$ cat src/rtl/iqd_pkg.sv
// -----------------------------------------------------------------------------
// iqd_pkg
// Shared definitions for the instruction queue / decode block:
//   - MIPS opcode constants that affect decoding
//   - bit positions of the instruction fields
//   - dec_t, the packed set of decoded fields
//   - decode_fields(), used by both output-stage load paths (queue head and
//     the optional bypass selected by IQD_BYPASS_EN in instr_queue_decode)
// PCs are passed in at PC_MAX_W bits so one function serves any PC_W up to
// PC_MAX_W; the caller keeps the low PC_W bits of jump_target.
// -----------------------------------------------------------------------------
package iqd_pkg;

   localparam logic [5:0] OP_J    = 6'h02;
   localparam logic [5:0] OP_JAL  = 6'h03;
   localparam logic [5:0] OP_ANDI = 6'h0C;
   localparam logic [5:0] OP_ORI  = 6'h0D;
   localparam logic [5:0] OP_XORI = 6'h0E;

   localparam int OPCODE_LSB = 26;
   localparam int RS_LSB     = 21;
   localparam int RT_LSB     = 16;
   localparam int RD_LSB     = 11;
   localparam int SHAMT_LSB  = 6;
   localparam int FUNCT_LSB  = 0;
   localparam int IMM_LSB    = 0;
   localparam int TARGET_LSB = 0;

   localparam int PC_MAX_W = 64;

   typedef struct packed {
      logic [5:0]          opcode;
      logic [4:0]          rs;
      logic [4:0]          rt;
      logic [4:0]          rd;
      logic [4:0]          shamt;
      logic [5:0]          funct;
      logic [31:0]         imm_ext;
      logic [PC_MAX_W-1:0] jump_target;
   } dec_t;

   function automatic dec_t decode_fields(input logic [31:0]         instr,
                                          input logic [PC_MAX_W-1:0] pc);
      dec_t                d;
      logic [15:0]         imm;
      logic [PC_MAX_W-1:0] pc4;
      d.opcode = instr[OPCODE_LSB +: 6];
      d.rs     = instr[RS_LSB     +: 5];
      d.rt     = instr[RT_LSB     +: 5];
      d.rd     = instr[RD_LSB     +: 5];
      d.shamt  = instr[SHAMT_LSB  +: 5];
      d.funct  = instr[FUNCT_LSB  +: 6];
      imm      = instr[IMM_LSB    +: 16];
      // Logical immediates are zero-extended; everything else sign-extends.
      if (d.opcode inside {OP_ANDI, OP_ORI, OP_XORI})
         d.imm_ext = {16'h0000, imm};
      else
         d.imm_ext = {{16{imm[15]}}, imm};
      // pc < 2^PC_W, so any carry out of pc+4 lands above bit PC_W-1 and is
      // dropped when the caller truncates: this is pc+4 modulo 2^PC_W.
      pc4 = pc + PC_MAX_W'(4);
      d.jump_target = {pc4[PC_MAX_W-1:28], instr[TARGET_LSB +: 26], 2'b00};
      return d;
   endfunction

endpackage

$ cat src/rtl/iqd_fifo.sv
// -----------------------------------------------------------------------------
// iqd_fifo
// Synchronous DEPTH-entry queue of W-bit words with read/write pointers and an
// occupancy counter. Pushes while full and pops while empty are ignored.
// flush (and rst) clears pointers and count; stored words are left as they are.
// Ports:
//   clk, rst    clock, synchronous active-high reset
//   flush       synchronous clear of pointers and count
//   push, data  write data at the write pointer
//   pop         advance the read pointer
//   head        word at the read pointer (valid while count != 0)
//   count       number of stored entries
// -----------------------------------------------------------------------------
module iqd_fifo #(
   parameter int DEPTH = 4,
   parameter int W     = 64,
   parameter int CNT_W = $clog2(DEPTH + 1)
) (
   input  logic             clk,
   input  logic             rst,
   input  logic             flush,
   input  logic             push,
   input  logic [W-1:0]     data,
   input  logic             pop,
   output logic [W-1:0]     head,
   output logic [CNT_W-1:0] count
);

   localparam int PTR_W = $clog2(DEPTH);

   logic [W-1:0]     mem [DEPTH];
   logic [PTR_W-1:0] wr_ptr;
   logic [PTR_W-1:0] rd_ptr;
   logic             do_push;
   logic             do_pop;

   assign do_push = push && (count != CNT_W'(DEPTH));
   assign do_pop  = pop  && (count != '0);

   // NOTE: sequential state is assigned with <= so every register samples
   // the pre-edge values, independent of statement order.
   always_ff @(posedge clk) begin
      if (rst || flush) begin
         wr_ptr <= '0;
         rd_ptr <= '0;
         count  <= '0;
      end else begin
         // DEPTH is a power of two, so pointer overflow is the modulo wrap.
         if (do_push) wr_ptr <= wr_ptr + PTR_W'(1);
         if (do_pop)  rd_ptr <= rd_ptr + PTR_W'(1);
         if (do_push && !do_pop)
            count <= count + CNT_W'(1);
         else if (do_pop && !do_push)
            count <= count - CNT_W'(1);
      end
   end

   // NOTE: the storage array has no reset; count guards every read, so its
   // contents never matter while empty, and it can map onto plain RAM.
   always_ff @(posedge clk) begin
      if (do_push && !rst && !flush)
         mem[wr_ptr] <= data;
   end

   assign head = mem[rd_ptr];

endmodule

$ cat src/rtl/instr_queue_decode.sv
// -----------------------------------------------------------------------------
// instr_queue_decode
// Buffers fetched MIPS instructions with their PC in a DEPTH-entry queue and
// presents one decoded instruction at a time from a registered output stage.
// Optional feature: define IQD_BYPASS_EN to let a push into an empty queue
// with a free output stage load the output stage directly (0-cycle latency).
// Ports:
//   clk, rst                     clock, synchronous active-high reset
//   in_valid/in_ready            fetch handshake; in_instr, in_pc payload
//   flush                        drop queue and output stage (fields kept)
//   out_valid/out_ready          consumer handshake
//   opcode..funct, imm_ext       decoded fields of the output instruction
//   jump_target                  {pc4[PC_W-1:28], instr[25:0], 2'b00}
//   out_pc                       PC of the output instruction
//   count                        queue occupancy, output stage excluded
// -----------------------------------------------------------------------------
module instr_queue_decode
   import iqd_pkg::*;
#(
   parameter int DEPTH = 4,
   parameter int PC_W  = 32,
   parameter int CNT_W = $clog2(DEPTH + 1)
) (
   input  logic             clk,
   input  logic             rst,
   input  logic             in_valid,
   output logic             in_ready,
   input  logic [31:0]      in_instr,
   input  logic [PC_W-1:0]  in_pc,
   input  logic             flush,
   input  logic             out_ready,
   output logic             out_valid,
   output logic [5:0]       opcode,
   output logic [4:0]       rs,
   output logic [4:0]       rt,
   output logic [4:0]       rd,
   output logic [4:0]       shamt,
   output logic [5:0]       funct,
   output logic [31:0]      imm_ext,
   output logic [PC_W-1:0]  jump_target,
   output logic [PC_W-1:0]  out_pc,
   output logic [CNT_W-1:0] count
);

   localparam int ENTRY_W = 32 + PC_W;

   logic                push;
   logic                can_load;
   logic                pop;
   logic                bypass;
   logic                load;
   logic [ENTRY_W-1:0]  head;
   logic [31:0]         sel_instr;
   logic [PC_W-1:0]     sel_pc;
   logic [PC_MAX_W-1:0] sel_pc_ext;
   dec_t                sel_dec;

   // Depends on registered count only: no out_ready -> in_ready path.
   assign in_ready = (count != CNT_W'(DEPTH));
   assign push     = in_valid && in_ready;
   assign can_load = !out_valid || out_ready;
   assign pop      = can_load && (count != '0);

`ifdef IQD_BYPASS_EN
   assign bypass = push && can_load && (count == '0);
`else
   assign bypass = 1'b0;
`endif

   assign load = pop || bypass;

   iqd_fifo #(
      .DEPTH (DEPTH),
      .W     (ENTRY_W),
      .CNT_W (CNT_W)
   ) u_fifo (
      .clk   (clk),
      .rst   (rst),
      .flush (flush),
      .push  (push && !bypass),
      .data  ({in_instr, in_pc}),
      .pop   (pop),
      .head  (head),
      .count (count)
   );

   // NOTE: every variable written here gets a default first so no path leaves
   // it unassigned, which would otherwise infer a latch.
   always_comb begin
      sel_instr  = head[ENTRY_W-1 -: 32];
      sel_pc     = head[PC_W-1:0];
      if (bypass) begin
         sel_instr = in_instr;
         sel_pc    = in_pc;
      end
      sel_pc_ext             = '0;
      sel_pc_ext[PC_W-1:0]   = sel_pc;
      sel_dec                = decode_fields(sel_instr, sel_pc_ext);
   end

   // Priority: rst, then flush, then load, then drain of an empty stage.
   always_ff @(posedge clk) begin
      if (rst) begin
         out_valid   <= 1'b0;
         opcode      <= '0;
         rs          <= '0;
         rt          <= '0;
         rd          <= '0;
         shamt       <= '0;
         funct       <= '0;
         imm_ext     <= '0;
         jump_target <= '0;
         out_pc      <= '0;
      end else if (flush) begin
         out_valid <= 1'b0;
      end else if (load) begin
         out_valid   <= 1'b1;
         opcode      <= sel_dec.opcode;
         rs          <= sel_dec.rs;
         rt          <= sel_dec.rt;
         rd          <= sel_dec.rd;
         shamt       <= sel_dec.shamt;
         funct       <= sel_dec.funct;
         imm_ext     <= sel_dec.imm_ext;
         jump_target <= sel_dec.jump_target[PC_W-1:0];
         out_pc      <= sel_pc;
      end else if (can_load) begin
         // Output consumed with nothing queued: fields hold their values.
         out_valid <= 1'b0;
      end
   end

endmodule

$ cat config.mk
export PLATFORM = sky130hd
export DESIGN_NAME = instr_queue_decode
export DESIGN_NICKNAME = d
export VERILOG_FILES = /design/src/rtl/iqd_pkg.sv /design/src/rtl/iqd_fifo.sv /design/src/rtl/instr_queue_decode.sv
export SDC_FILE = /design/constraint.sdc
export NUM_CORES = 1
export LEC_CHECK = 0
export ABC_AREA = 1
export CAP_MARGIN = 20
export CORE_MARGIN = 2
export CORE_UTILIZATION = 48
export CTS_BUF_LIST = sky130_fd_sc_hd__clkbuf_2 sky130_fd_sc_hd__clkbuf_4 sky130_fd_sc_hd__clkbuf_8
export CTS_CLUSTER_DIAMETER = 200
export CTS_CLUSTER_SIZE = 10
export DETAILED_ROUTE_END_ITERATION = 6
export GPL_TIMING_DRIVEN = 0
export PLACE_DENSITY = 0.79
export SKIP_CTS_REPAIR_TIMING = 1
export SLEW_MARGIN = 0
export SYNTH_ARGS = -nofsm -noshare
export SYNTH_HDL_FRONTEND = slang
export SYNTH_SLANG_ARGS = --single-unit
$ cat constraint.sdc
create_clock -name clk -period 4.95 [get_ports clk]
set_input_delay 0.99 -clock clk [delete_from_list [all_inputs] [get_ports clk]]
set_output_delay 0.99 -clock clk [all_outputs]
set_load 0.01 [all_outputs]
==> results of run 1 <==
-- cells in the final DEF, fill, tap and decap left out, drive strengths merged --
| master | Yosys | layout |
|---|---|---|
| o21a | 3 | 3 |
| clkinvlp | 0 | 2 |
| o21ai | 133 | 133 |
| a32oi | 1 | 1 |
| nand4 | 1 | 1 |
| nor2 | 167 | 167 |
| edfxtp | 256 | 256 |
| nand3 | 49 | 49 |
| diode | 0 | 3 |
| clkdlybuf4s50 | 0 | 199 |
| inv | 61 | 61 |
| nor3 | 2 | 2 |
| a21oi | 38 | 38 |
| fa | 1 | 1 |
| conb | 1 | 2 |
| ha | 5 | 5 |
| a32o | 3 | 3 |
| o22ai | 30 | 30 |
| nand3b | 1 | 1 |
| buf | 93 | 101 |
| a31oi | 9 | 9 |
| dfxtp | 79 | 79 |
| nand2 | 241 | 241 |
| o22a | 1 | 1 |
| a21boi | 2 | 2 |
| clkbuf | 29 | 94 |
-- cells by family after synthesis --
logic type	Yosys count	synth area share (%)
simple gates	461	13.6
flops	335	69.2
compound gates	220	8.89
buf+inv	183	7.70
fa+ha+maj	6	0.616
other cells	1	0.0280
-- flip-flops by register name, indices dropped and copies added (netlist names), named ones only --
register,count
u_fifo.mem,256
out_pc,32
jump_target,6
opcode,6
funct,5
imm_ext,4
rd,4
rs,4
rt,4
shamt,4
u_fifo.count,3
u_fifo.rd_ptr,2
u_fifo.wr_ptr,2
out_valid,1
-- worst reg2reg max path: cells and delay by family, from the launching register on --
family / cells / cell delay, ns
and+or+nand+nor: 4 / 1.07
buffers and inverters: 4 / 0.70
DFF: 1 / 0.37
-- power by group through the flow --
| stage | registers, mW | clock network (mW) | logic (mW) |
|---|---|---|---|
| after CTS | 3.44 | 1.88 | 2.24 |
| after global routing | 3.46 | 1.99 | 2.43 |
| after detailed placement | 3.50 | 0 | 2.22 |
| final | 3.44 | 1.87 | 2.23 |
| after global placement | 3.50 | 0 | 2.16 |
| after floorplan | 3.54 | 0 | 1.05 |
-- metal layers --
metal,global-route usage [%],vias to the layer above
li1,-,4571
met4,8.40,2
met1,29.2,4567
met5,0,-
met2,37.9,477
met3,4.97,70
-- area by class of cell --
cell class | count | area, sq um | share of cell area, %
flip-flops and latches | 335 | 9270 | 55.1
multi-input cells | 689 | 3130 | 18.6
repair buffers | 207 | 2150 | 12.8
plain buffers | 122 | 800 | 4.76
clock buffers | 65 | 732 | 4.35
well taps | 378 | 473 | 2.81
inverters | 61 | 231 | 1.38
clock inverters | 2 | 15.0 | 0.0893
diodes | 3 | 7.51 | 0.0447
-- worst min path at each step --
stage / slack, ns / depth (start not counted) / start / endpoint
2_1_floorplan: 0.44 / 2 / u_fifo.rd_ptr[1]$_SDFFE_PP0P_ / register
3_3_place_gp: 0.45 / 2 / u_fifo.rd_ptr[1]$_SDFFE_PP0P_ / u_fifo.rd_ptr[1]$_SDFFE_PP0P_
3_5_place_dp: 0.46 / 2 / u_fifo.rd_ptr[1]$_SDFFE_PP0P_ / u_fifo.rd_ptr[1]$_SDFFE_PP0P_
4_1_cts: 0.48 / 2 / u_fifo.rd_ptr[1]$_SDFFE_PP0P_ / u_fifo.rd_ptr[1]$_SDFFE_PP0P_
5_1_grt: 0.52 / 2 / u_fifo.rd_ptr[1]$_SDFFE_PP0P_ / register
6_report: 0.48 / 2 / u_fifo.rd_ptr[1]$_SDFFE_PP0P_ / register
==> metrics.txt, run 1 <==
status finished, final reports clean; CP max FO 28; DIE HEIGHT around 170 microns; Fin Hold WS 0.482 ns; slew margin rel. ~50%; Area Growth Syn to Fin 25.5%; share of synthesized registers carrying an async set or reset 0%; number of routed nets with antenna violations 0; post-synthesis register bit count between 300 and 400; gpl congestion 0.853; Vias 9687; Worst Setup EP u_fifo.mem[3][39]$_DFFE_PP_; Critical R2R Launch u_fifo.count[1]$_SDFFE_PP0P_; Congestion Overflow GR 0; cell taking the most area after synthesis edfxtp_1; leakage power about 6.4 nW; final HPWL from detailed placement around 23 mm; met1 wire length around 13 mm; Cells after Synth between 1000 and 1500; non-filler cells, final 1862; Starting Density ~48%; met3 routed WL between 3 and 4 mm; Final setup viols 0; RSZ-0062 raised after global routing false; P_sw between 2 and 2.5 mW; crit path time final 3.37 ns; final hold viol count 0; Iter 0 DRT Violations 1025; dpl cell area 0.0161 sq mm; Final Power 7.54 mW; Seq pwr share a little under half; Synth area leaders edfxtp_1, dfxtp_1, nand2_1; most frequent cells after synthesis edfxtp_1, nand2_1, nor2_1; Worst Reg-to-Reg Cells 8; Seq/Total Area, Yosys between 60 and 70%; Clock Path Buffers 3; die area around 0.029 sq mm; slowest cell delay on critical path around 0.63 ns; reg-to-reg slack, setup between 2 and 2.5 ns; drt pass-1 iters 7; pre-CTS setup slack approximately 1 ns; Util after Layout about three fifths; Setup CP Type input pin to register; Num CTS Buffers 39; num rows 61; Yosys top cell area share 57.4%; crit-path cells clkdlybuf4s50_1 -> nor2_1 -> nand2_1 -> nor2_4 -> buf_12 -> buf_12; DRC Markers 0; Net count, final 1530; Worst-path clk slew 0.08 ns; most used cell, CP buf_12; Max Clock Freq 0.297 GHz; Reg-to-Reg End u_fifo.mem[3][39]$_DFFE_PP_; clk_lat worst skew around 0.55 ns; Tcrit/Tclk final between 60% and 70%; final worst slack 1.58 ns; worst setup path startpoint rst; Comb pwr share roughly 30%; Netlist cell types 30; CTS Sinks roughly 340; Clk network pwr share roughly 25%; wire length per cell between 15 and 20 microns; antenna violations before repair 2; filler instances about 2200; largest net degree at the start of global routing 29; Ports about 200; type of the worst min-delay path register to register; WP data required just over 5 ns; Synth Warn # 0; Worst-Margin Slew 0.743 ns; Post-Syn Area per Cell ~11 sq um; Clock Skews approximately 0.023 ns; Total GRT Usage around 23%; CP Buf/Inv Count 3; slowest stage cell, crit path nor2_4; element type at the critical path end register; EDFF count, synth around 260; ys flop type edfxtp_1; fin. max-slew vios 0; max-cap viol count 0; vias in the first global route a little over 9000; most frequent cell after synthesis edfxtp_1; layout cells sized above 1 12.4%; internal power roughly 5.3 mW; design area approximately 0.017 sq mm; CTS root buf clkbuf_8; TritonCTS clock tree yes; first-pass GRT wire length between 50 and 60 mm; H-tree levels 2; setup TNS 0 ns; vias per cell between 5 and 6; power per cell area 449 mW/mm^2; Levels on crit path 6; core region area between 0.02 and 0.03 sq mm; CP arrival around 3.6 ns; Sw Share between 30% and 40%; WL met2 around 16 mm; Routed WL about 33 mm; Startpoint Class input pin; Synth Cell Area between 0.01 and 0.015 sq mm; placed insts ~1800; VDD IR-drop max 0.000202 V; die width between 150 and 200 microns; IO Port Bufs between 150 and 200; Max Used Layer met5; CP top delay family simple AND/OR/NAND/NOR gates
No activity file was read; power rests on OpenSTA's default activity.
==> inputs of run 2 (changes only) <==
==> constraint.sdc (replaced) <==
create_clock -name clk -period 3.3 [get_ports clk]
set_input_delay 0.66 -clock clk [delete_from_list [all_inputs] [get_ports clk]]
set_output_delay 0.66 -clock clk [all_outputs]
set_load 0.01 [all_outputs]
==> results of run 2 <==
Same layout as run 1 (identical final DEF). Status: finished, final reports clean.
Main changes from that run: setup slack after placement 0.998 ns -> -0.322 ns; setup slack after layout 1.58 ns -> 0.263 ns; register-to-register setup slack 2.47 ns -> 0.82 ns; total power 7.54 mW -> 11.3 mW; worst IR drop on VDD 0.000202 V -> 0.000303 V
==> inputs of run 3 (changes only) <==
--- a/config.mk
+++ b/config.mk
@@ -5,7 +5,6 @@
 export SDC_FILE = /design/constraint.sdc
 export NUM_CORES = 1
 export LEC_CHECK = 0
-export ABC_AREA = 1
 export CAP_MARGIN = 20
 export CORE_MARGIN = 2
 export CORE_UTILIZATION = 48
@@ -14,9 +13,10 @@
 export CTS_CLUSTER_SIZE = 10
 export DETAILED_ROUTE_END_ITERATION = 6
 export GPL_TIMING_DRIVEN = 0
-export PLACE_DENSITY = 0.79
+export PLACE_DENSITY = 0.8
 export SKIP_CTS_REPAIR_TIMING = 1
 export SLEW_MARGIN = 0
 export SYNTH_ARGS = -nofsm -noshare
 export SYNTH_HDL_FRONTEND = slang
 export SYNTH_SLANG_ARGS = --single-unit
+export TNS_END_PERCENT = 10
==> metrics.txt, run 3 <==
post-synthesis register bit count 335 (unchanged); Worst Setup EP imm_ext[20]; H-tree levels 2 (unchanged); placed insts 1310 (-27%); non-filler cells, final 1382 (-26%); max-cap viol count 0 (unchanged); element type at the critical path end output port; power per cell area approximately 710 mW/mm^2; IO Port Bufs 199 (unchanged); largest registers u_fifo.mem (256), out_pc (32); Area Growth Syn to Fin 25.8%; RSZ-0062 raised after global routing false; Yosys top cell area share 60.1% (+2.7 points); vias per cell 5.25 (+0.84%); antenna violations before repair 0 (-2); final HPWL from detailed placement 17.5 mm (-23%); CP arrival approximately 1.9 ns; Worst Reg-to-Reg Cells 7 (-1); DIE HEIGHT 167 microns (-2.2%); crit path time final roughly 2.6 ns; vias in the first global route 7430 (-19%); Worst-Margin Slew 0.896 ns (+0.154 ns); Congestion Overflow GR 0 (unchanged); final hold viol count 0 (unchanged); reg-to-reg slack, setup about 0.72 ns; CP max FO 17 (-39%); setup TNS 0 ns (unchanged); Max Used Layer met4; most frequent cell after synthesis edfxtp_1; most flop-heavy register u_fifo.mem; Setup CP Type register to output port; DRC Markers 19 (+19); drt pass-1 iters 6 (-1); antenna cells 0 (-3); most frequent cells after synthesis edfxtp_1, nand2_1, dfxtp_1; Sequential Area 0.00927 sq mm (unchanged); WL met2 13.0 mm (-21%); Ports 202 (unchanged); cell taking the most area after synthesis edfxtp_1; num rows 59 (-3.3%); Vias 7250 (-25%); Worst-path clk slew 0.07 ns (about the same); Final Power around 11 mW; Synth area leaders edfxtp_1, dfxtp_1, mux4_2; core region area 0.0261 sq mm (-5.4%); Synth Cell Area 0.0128 sq mm (-4.4%); Starting Density 49.0% (+0.50 points); max reg flops 256 (unchanged); first-pass GRT wire length 40.9 mm (-19%); commonest non-fill, non-tap cell in the layout edfxtp_1; Multi-input gate area 0.00284 sq mm (-9.4%); filler instances 1919 (-11%); Net count, final 1091 (-29%); CTS root buf clkbuf_8; failing checks DRC; ys flop type edfxtp_1; wire length per cell 19.1 microns (+6.4%); status finished, violations left; Max Clock Freq 0.387 GHz; CTS Sinks 335 (unchanged); met3 routed WL 1.84 mm (-40%); Post-Syn Area per Cell 16.6 sq um (+49%); die width 167 microns (-2.2%); worst setup path startpoint imm_ext[30]$_SDFFE_PP0P_; Startpoint Class register; Iter 0 DRT Violations 439 (-57%); share of synthesized registers carrying an async set or reset 0% (unchanged); slew margin rel. 39.7% (-11 points); Synth Warn # 0 (unchanged); Final setup viols 0 (unchanged); Tcrit/Tclk final approximately 78%; Clock Path Buffers 3 (unchanged); Clock Skews 0.0222 ns (-0.000566 ns); met1 wire length 11.1 mm (-15%); VDD IR-drop max 0.000442 V; layout cells sized above 1 19.6% (+7.2 points); Cells after Synth 771 (-36%); most frequent cells in the layout edfxtp_1, clkdlybuf4s50_1, nand2_1; number of routed nets with antenna violations 0 (unchanged); gpl congestion 0.729 (-14%); Total GRT Usage 19.0% (-3.8 points); WP data required 2.64 ns; type of the worst min-delay path register to register; fin. max-slew vios 0 (unchanged); Num CTS Buffers 39 (unchanged); EDFF count, synth 256 (unchanged); clk_lat worst skew 0.54 ns (about the same); Seq/Total Area, Yosys 72.4% (+3.2 points); Routed WL 26.4 mm (-21%); largest net degree at the start of global routing 35 (+21%); Netlist cell types 42 (+40%); leakage power 5.33 nW (-16%); die area 0.0280 sq mm (-4.3%); TritonCTS clock tree yes; Reg-to-Reg End jump_target[30]$_SDFFE_PP0P_
[run 3: cell count changes after synthesis, sizes merged, moves of 5 or more]
cell   delta
a21oi    +29
a31oi     -7
o21ai   -128
inv      -55
and3      +5
mux4     +64
nand4     +7
nand2   -107
nor2    -155
buf      -23
o22ai    -30
nand3    -47
[run 3: stage by stage]
stage | hold WS (ns) | util, % | worst slack [ns] | instance area, sq um
final | 0.460 | 61.6 | 0.719 | 16100
after CTS | 0.460 | 61.6 | 0.657 | 16100
after detailed placement | 0.450 | 58.6 | 0.280 | 15300
after floorplan | 0.481 | - | 0.278 | 12800
after global routing | 0.481 | 61.6 | 0.569 | 16100
after global placement | 0.444 | 58.2 | -1.45 | 15200
[run 3: worst max-delay path: stages, from the launching register on]
cell and delay [ns]:
dfxtp_1 0.67, buf_4 0.20, clkdlybuf4s50_1 0.53
[run 3: per-layer routing]
layer / track usage [%] / up-vias
met5: 0 / -
li1: - / 3344
met3: 3.99 / 43
met4: 5.67 / 0
met2: 32.1 / 263
met1: 24.9 / 3600
[run 3: logic make-up (layout without fill, tap and decap cells)]
kind of cell / after synthesis / count (layout) / synth area share, %
muxes: 66 / 66 / 11.9
buffers and inverters: 103 / 378 / 5.62
adders and majority gates: 6 / 6 / 0.645
DFF: 335 / 335 / 72.4
other: 1 / 2 / 0.0293
and+or+nand+nor: 178 / 178 / 5.94
AOI/OAI and AO/OA: 77 / 77 / 3.10
xor gates and xnor gates: 5 / 5 / 0.342
[run 3: worst min-delay path by stage]
| stage | from | to | slack [ns] | cells past startpoint |
|---|---|---|---|---|
| after global routing | out_pc[11]$_SDFFE_PP0P_ | out_pc[11]$_SDFFE_PP0P_ | 0.48 | 2 |
| final | out_pc[17]$_SDFFE_PP0P_ | out_pc[17]$_SDFFE_PP0P_ | 0.46 | 2 |
| after global placement | out_pc[17]$_SDFFE_PP0P_ | out_pc[17]$_SDFFE_PP0P_ | 0.44 | 2 |
| after detailed placement | out_pc[17]$_SDFFE_PP0P_ | out_pc[17]$_SDFFE_PP0P_ | 0.45 | 2 |
| after CTS | out_pc[17]$_SDFFE_PP0P_ | out_pc[17]$_SDFFE_PP0P_ | 0.46 | 2 |
| after floorplan | opcode[0]$_SDFFE_PP0P_ | opcode[0]$_SDFFE_PP0P_ | 0.48 | 2 |
[run 3: cell type report]
class                   instances  area share (%)
well taps                     335            2.60
clock inverters                 3           0.148
flip-flops and latches        335            57.5
repair buffers                203            12.9
clock buffers                  69            4.77
multi-input cells             334            17.6
plain buffers                  97            4.33
inverters                       6           0.140
[run 3: report_power, final]
part | switching, mW | total, mW | internal (mW)
Sequential | 0.257 | 5.16 | 4.90
Combinational | 1.51 | 3.42 | 1.91
Clock | 1.40 | 2.87 | 1.46
Total | 3.17 | 11.4 | 8.28
==> RTL edit 1, RTL diff (settings of run 3) <==
`DEPTH` is set to 4 in 2 places; all go to 2.
--- a/src/rtl/iqd_fifo.sv
+++ b/src/rtl/iqd_fifo.sv
@@ -12,7 +12,7 @@
 //   count       number of stored entries
 // -----------------------------------------------------------------------------
 module iqd_fifo #(
-   parameter int DEPTH = 4,
+   parameter int DEPTH = 2,
    parameter int W     = 64,
    parameter int CNT_W = $clog2(DEPTH + 1)
 ) (
--- a/src/rtl/instr_queue_decode.sv
+++ b/src/rtl/instr_queue_decode.sv
@@ -17,7 +17,7 @@
 module instr_queue_decode
    import iqd_pkg::*;
 #(
-   parameter int DEPTH = 4,
+   parameter int DEPTH = 2,
    parameter int PC_W  = 32,
    parameter int CNT_W = $clog2(DEPTH + 1)
 ) (
Ports: changed (resized count); port bits go from 202 to 201. The function was not compared with the original's and may differ.
==> RTL edit 1 against run 3 <==
- final cell count down 25%
- sequential share of layout area decreased by 7.2 points
- hold slack better by 43 ps
- maximum frequency is 0.45% higher
- wire length down 30%
- synthesized area is 39% lower
- sequential cell count decreased by 132
- via count is 26% lower
- total power decreased by 48%
- core utilization is 5.0 points higher
- worst setup slack improved by 11 ps
- design area is 34% lower
- non-clock buffer count decreased by 10
- critical path type is now in2reg
- highest routed layer unchanged
==> RTL edit 1: results (changes against run 3) <==
| Metric | Value |
|---|---|
| Post-DP HPWL | `13100 um (was 17500 um)` |
| Vias | `5401 (was 7250)` |
| Number of global-route vias before repair | `5636 (was 7430)` |
| Clock latency on the worst-skew pair | `520 ps (was 540 ps)` |
| Worst slew pin tran | `939 ps (was 896 ps)` |
| VDD IR max | `346 uV (was 442 uV)` |
| Largest net degree at the start of global routing | `65 (was 35)` |
| TritonCTS Buffers | `24 (was 39)` |
| GRT Overall Usage | `0.211 (was 0.190)` |
| Slowest CP cell | `clkbuf_1 (was dfxtp_1)` |
| Status | `finished clean (was finished with violations)` |
| Synth cell types | `45 (was 42)` |
| Worst EP arrival | `2980 ps (was 1920 ps)` |
| Initial antenna violation count | `1 (was 0)` |
| Crit path largest cell delay | `530 ps (was 670 ps)` |
| H-tree levels | `1 (was 2)` |
| DRT iter0 DRCs | `313 (was 439)` |
| DRT Pass-1 Iters | `5 (was 6)` |
| DP Area | `10100 sq um (was 15300 sq um)` |
| Reg2reg setup slack | `800 ps (was 720 ps)` |
| Nets | `873 (was 1091)` |
| Register area share after synthesis | `0.682 (was 0.724)` |
| Biggest regs | `u_fifo.mem: 128 flops, out_pc: 32 flops (was u_fifo.mem: 256 flops, out_pc: 32 flops)` |
| Layout cells sized above 1 | `0.144 (was 0.196)` |
| Layout Skew | `12.1 ps (was 22.2 ps)` |
| NetSw | `1.53 mW (was 3.17 mW)` |
## RTL edit 1: power groups by stage
stage / Clock [mW] / Sequential, mW / Combinational [mW]
after global placement: 0 / 3.02 / 1.23
after global routing: 1.90 / 2.99 / 1.36
after detailed placement: 0 / 3.03 / 1.28
final: 1.75 / 2.98 / 1.28
after CTS: 1.79 / 2.98 / 1.29
after floorplan: 0 / 3.06 / 0.570
## RTL edit 1: worst max path at each step
stage	from	endpoint	slack (ps)	cells after the start
after floorplan	rst	u_fifo.mem[1][0]	150	4
after global placement	rst	u_fifo.mem[1][57]	-940	4
after detailed placement	out_ready	jump_target[28]	250	8
after CTS	imm_ext[30]	imm_ext[28]	690	2
after global routing	out_ready	jump_target[28]	500	8
final	out_ready	jump_target[28]	730	8
## RTL edit 1: through the flow
step	utilization	instances	total power [mW]	hold WS [ps]
finish	0.666	1037	6.00	503
CTS	0.666	1036	6.05	505
global route	0.666	1037	6.26	525
global placement	0.633	991	4.25	479
detailed placement	0.636	993	4.31	494
floorplan	-	578	3.63	472
## RTL edit 1: critical path, delay by kind of cell
kind                   cells  cell delay [ps]
buffers and inverters      3             1440
AO/OA/AOI/OAI              3              560
AND/OR/NAND/NOR            2              320
## RTL edit 1: routing by layer
layer	vias up	GRT usage	part of all wire	routed length, um
li1	2541	-	-	-
met1	2605	0.241	0.39	7260
met2	207	0.383	0.51	9550
met3	48	0.0408	0.061	1140
met4	0	0.101	0.034	639
met5	-	0	0	0
## RTL edit 1: area by class of cell
class | count | area, sq um
Sequential cell | 203 | 5350
Multi-Input combinational cell | 283 | 1920
Clock inverter | 1 | 8.76
Fill cell | 1170 | 5320
Clock buffer | 42 | 472
Inverter | 1 | 3.75
Buffer | 91 | 578
Tap cell | 216 | 270
Timing Repair Buffer | 199 | 2020
Antenna cell | 1 | 2.50
## RTL edit 1: kinds of logic after synthesis
logic type / after synthesis / synth area share
flops: 203 / 0.682
simple gates: 125 / 0.0722
buf+inv: 92 / 0.0743
compound gates: 90 / 0.0863
mux: 61 / 0.0783
xor+xnor: 4 / 0.00447
fa+ha+maj: 1 / 0.00160
other cells: 1 / 0.000479
==> RTL edit 2, RTL diff (config.mk and constraints of run 3) <==
Made on the original files. Make the reset (`rst`) asynchronous in one clocked block. Comments in the files are not updated.
--- a/src/rtl/instr_queue_decode.sv
+++ b/src/rtl/instr_queue_decode.sv
@@ -99,7 +99,7 @@
    end
 
    // Priority: rst, then flush, then load, then drain of an empty stage.
-   always_ff @(posedge clk) begin
+   always_ff @(posedge clk or posedge rst) begin
       if (rst) begin
          out_valid   <= 1'b0;
          opcode      <= '0;
Check against the original RTL: differs if rst is asserted again (counterexample within 4 cycles, from zero or initial values and one cycle with rst high); with rst held inactive, the same outputs for 4 cycles.
==> RTL edit 2 against run 3 <==
- design area grew 1.3%
- count of clock-buffer cells in the layout down 1
- sequential power increased by 5.4%
- worst setup slack got worse by 200 ps
- combinational power increased by 34%
- largest power group unchanged
- total power grew 13%
- synthesized area is 1.2% higher
- non-clock buffer count is 6 lower
- highest routed layer unchanged
- sequential cell count unchanged
- via count shrank 3.1%
- wire length is 1.8% higher
- clock skew is 9.9 ps higher
==> RTL edit 2: results (changes against run 3) <==
| Metric | Value |
|---|---|
| R2r endpoint | `imm_ext[30] (was jump_target[30])` |
| Placer Congestion | `0.730 (was 0.729)` |
| Vias per inst | `5.09 (was 5.25)` |
| P_leak | `6.02 nW (was 5.33 nW)` |
| FILL cells | `1994 (was 1919)` |
| Layout cells sized above 1 | `0.198 (was 0.196)` |
| Nets | `1080 (was 1091)` |
| Synth top cells by count | `256 x edfxtp_1, 200 x nand2_1, 70 x dfrtp_1, 59 x buf_4, 49 x mux4_2 (was 256 x edfxtp_1, 134 x nand2_1, 79 x dfxtp_1, 67 x a21oi_1, 59 x buf_4)` |
| First-pass GRT wire length | `41500 um (was 40900 um)` |
| Worst-case reg-to-reg path depth | `8 (was 7)` |
| Worst EP arrival | `3250 ps (was 1920 ps)` |
| Final WL | `26900 um (was 26400 um)` |
| Hold WC Path Type | `in2async (was reg2reg)` |
| Clock latency on the worst-skew pair | `560 ps (was 540 ps)` |
| Worst slew pin tran | `760 ps (was 896 ps)` |
| Async set-reset flop share out of synthesis | `0.209 (was 0)` |
| Synth top area cells | `edfxtp_1 59%, dfrtp_1 14%, mux4_2 8.5% (was edfxtp_1 60%, dfxtp_1 12%, mux4_2 8.3%)` |
| Multi-input logic area | `2730 sq um (was 2840 sq um)` |
| Initial antenna violation count | `2 (was 0)` |
| DRT iter0 DRCs | `506 (was 439)` |
| Post-DP HPWL | `17500 um (about the same)` |
| DRT Pass-1 Iters | `5 (was 6)` |
| GRT Overall Usage | `0.193 (was 0.190)` |
| Register area share after synthesis | `0.743 (was 0.724)` |
| CP Max Fanout | `10 (was 17)` |
| VDD IR max | `520 uV (was 442 uV)` |
| Status | `finished clean (was finished with violations)` |
| Reg2reg setup slack | `520 ps (was 720 ps)` |
| Number of global-route vias before repair | `7353 (was 7430)` |
| Largest net degree at the start of global routing | `57 (was 35)` |
| Layout Skew | `32.0 ps (was 22.2 ps)` |
==> RTL edit 2: power by group <==
group          switching [mW]  internal [mW]  total [mW]
registers               0.379           5.06        5.44
logic                    2.10           2.49        4.59
clock network            1.40           1.44        2.84
==> RTL edit 2: metrics by stage <==
stage / setup slack (ps) / hold slack, ps / instance area, sq um / instances / power, mW
floorplan: 278 / 485 / 13000 / 760 / 7.91
finish: 520 / 456 / 16300 / 1380 / 12.9
global placement: -1500 / 460 / 15400 / 1300 / 10.0
global route: 343 / 464 / 16300 / 1379 / 13.6
detailed placement: 22.4 / 461 / 15500 / 1305 / 10.2
CTS: 481 / 441 / 16300 / 1377 / 13.0
==> RTL edit 2: logic make-up (layout without fill, tap and decap cells) <==
family                   Yosys count  count (layout)  synth area share
XOR/XNOR                           8               8           0.00541
multiplexers                      66              66             0.117
adder cells (fa/ha/maj)            6               6           0.00638
AO/OA/AOI/OAI                      9               9           0.00387
flip-flops                       335             335             0.743
other                              1               5          0.000290
buffers and inverters             96             372            0.0480
AND/OR/NAND/NOR                  238             238            0.0759
==> RTL edit 2: layout make-up <==
type	count	share of cell area
Tap cell	341	0.0262
Clock buffer	68	0.0462
Sequential cell	335	0.590
Inverter	6	0.00153
Timing Repair Buffer	204	0.130
Clock inverter	4	0.00184
Buffer	90	0.0367
Antenna cell	3	0.000460
Multi-Input combinational cell	329	0.167
==> RTL edit 2: worst max path at each step <==
stage / from / to / slack (ps) / depth (start not counted)
3_3_place_gp: in_valid / u_fifo.mem[0][52] / -1500 / 4
2_1_floorplan: u_fifo.count[0] / u_fifo.mem[0][0] / 280 / 5
3_5_place_dp: out_ready / out_pc[25] / 20 / 9
5_1_grt: flop / imm_ext[30] / 340 / 8
4_1_cts: flop / imm_ext[30] / 480 / 8
6_report: flop / imm_ext[30] / 520 / 8
==> RTL edit 2: critical path: stages (launching register included) <==
cell	delay, ps
dfxtp_1	320
buf_2	230
buf_2	340
clkbuf_1	540
buf_1	570
mux4_2	430
nand4_1	100
nand3_1	80
nand2_1	100
==> RTL edit 2: layer usage <==
layer	share of wire	vias to the layer above	global-route usage
li1	-	3235	-
met1	0.42	3536	0.255
met2	0.51	218	0.328
met3	0.059	36	0.0418
met4	0.018	0	0.0532
met5	0	-	0
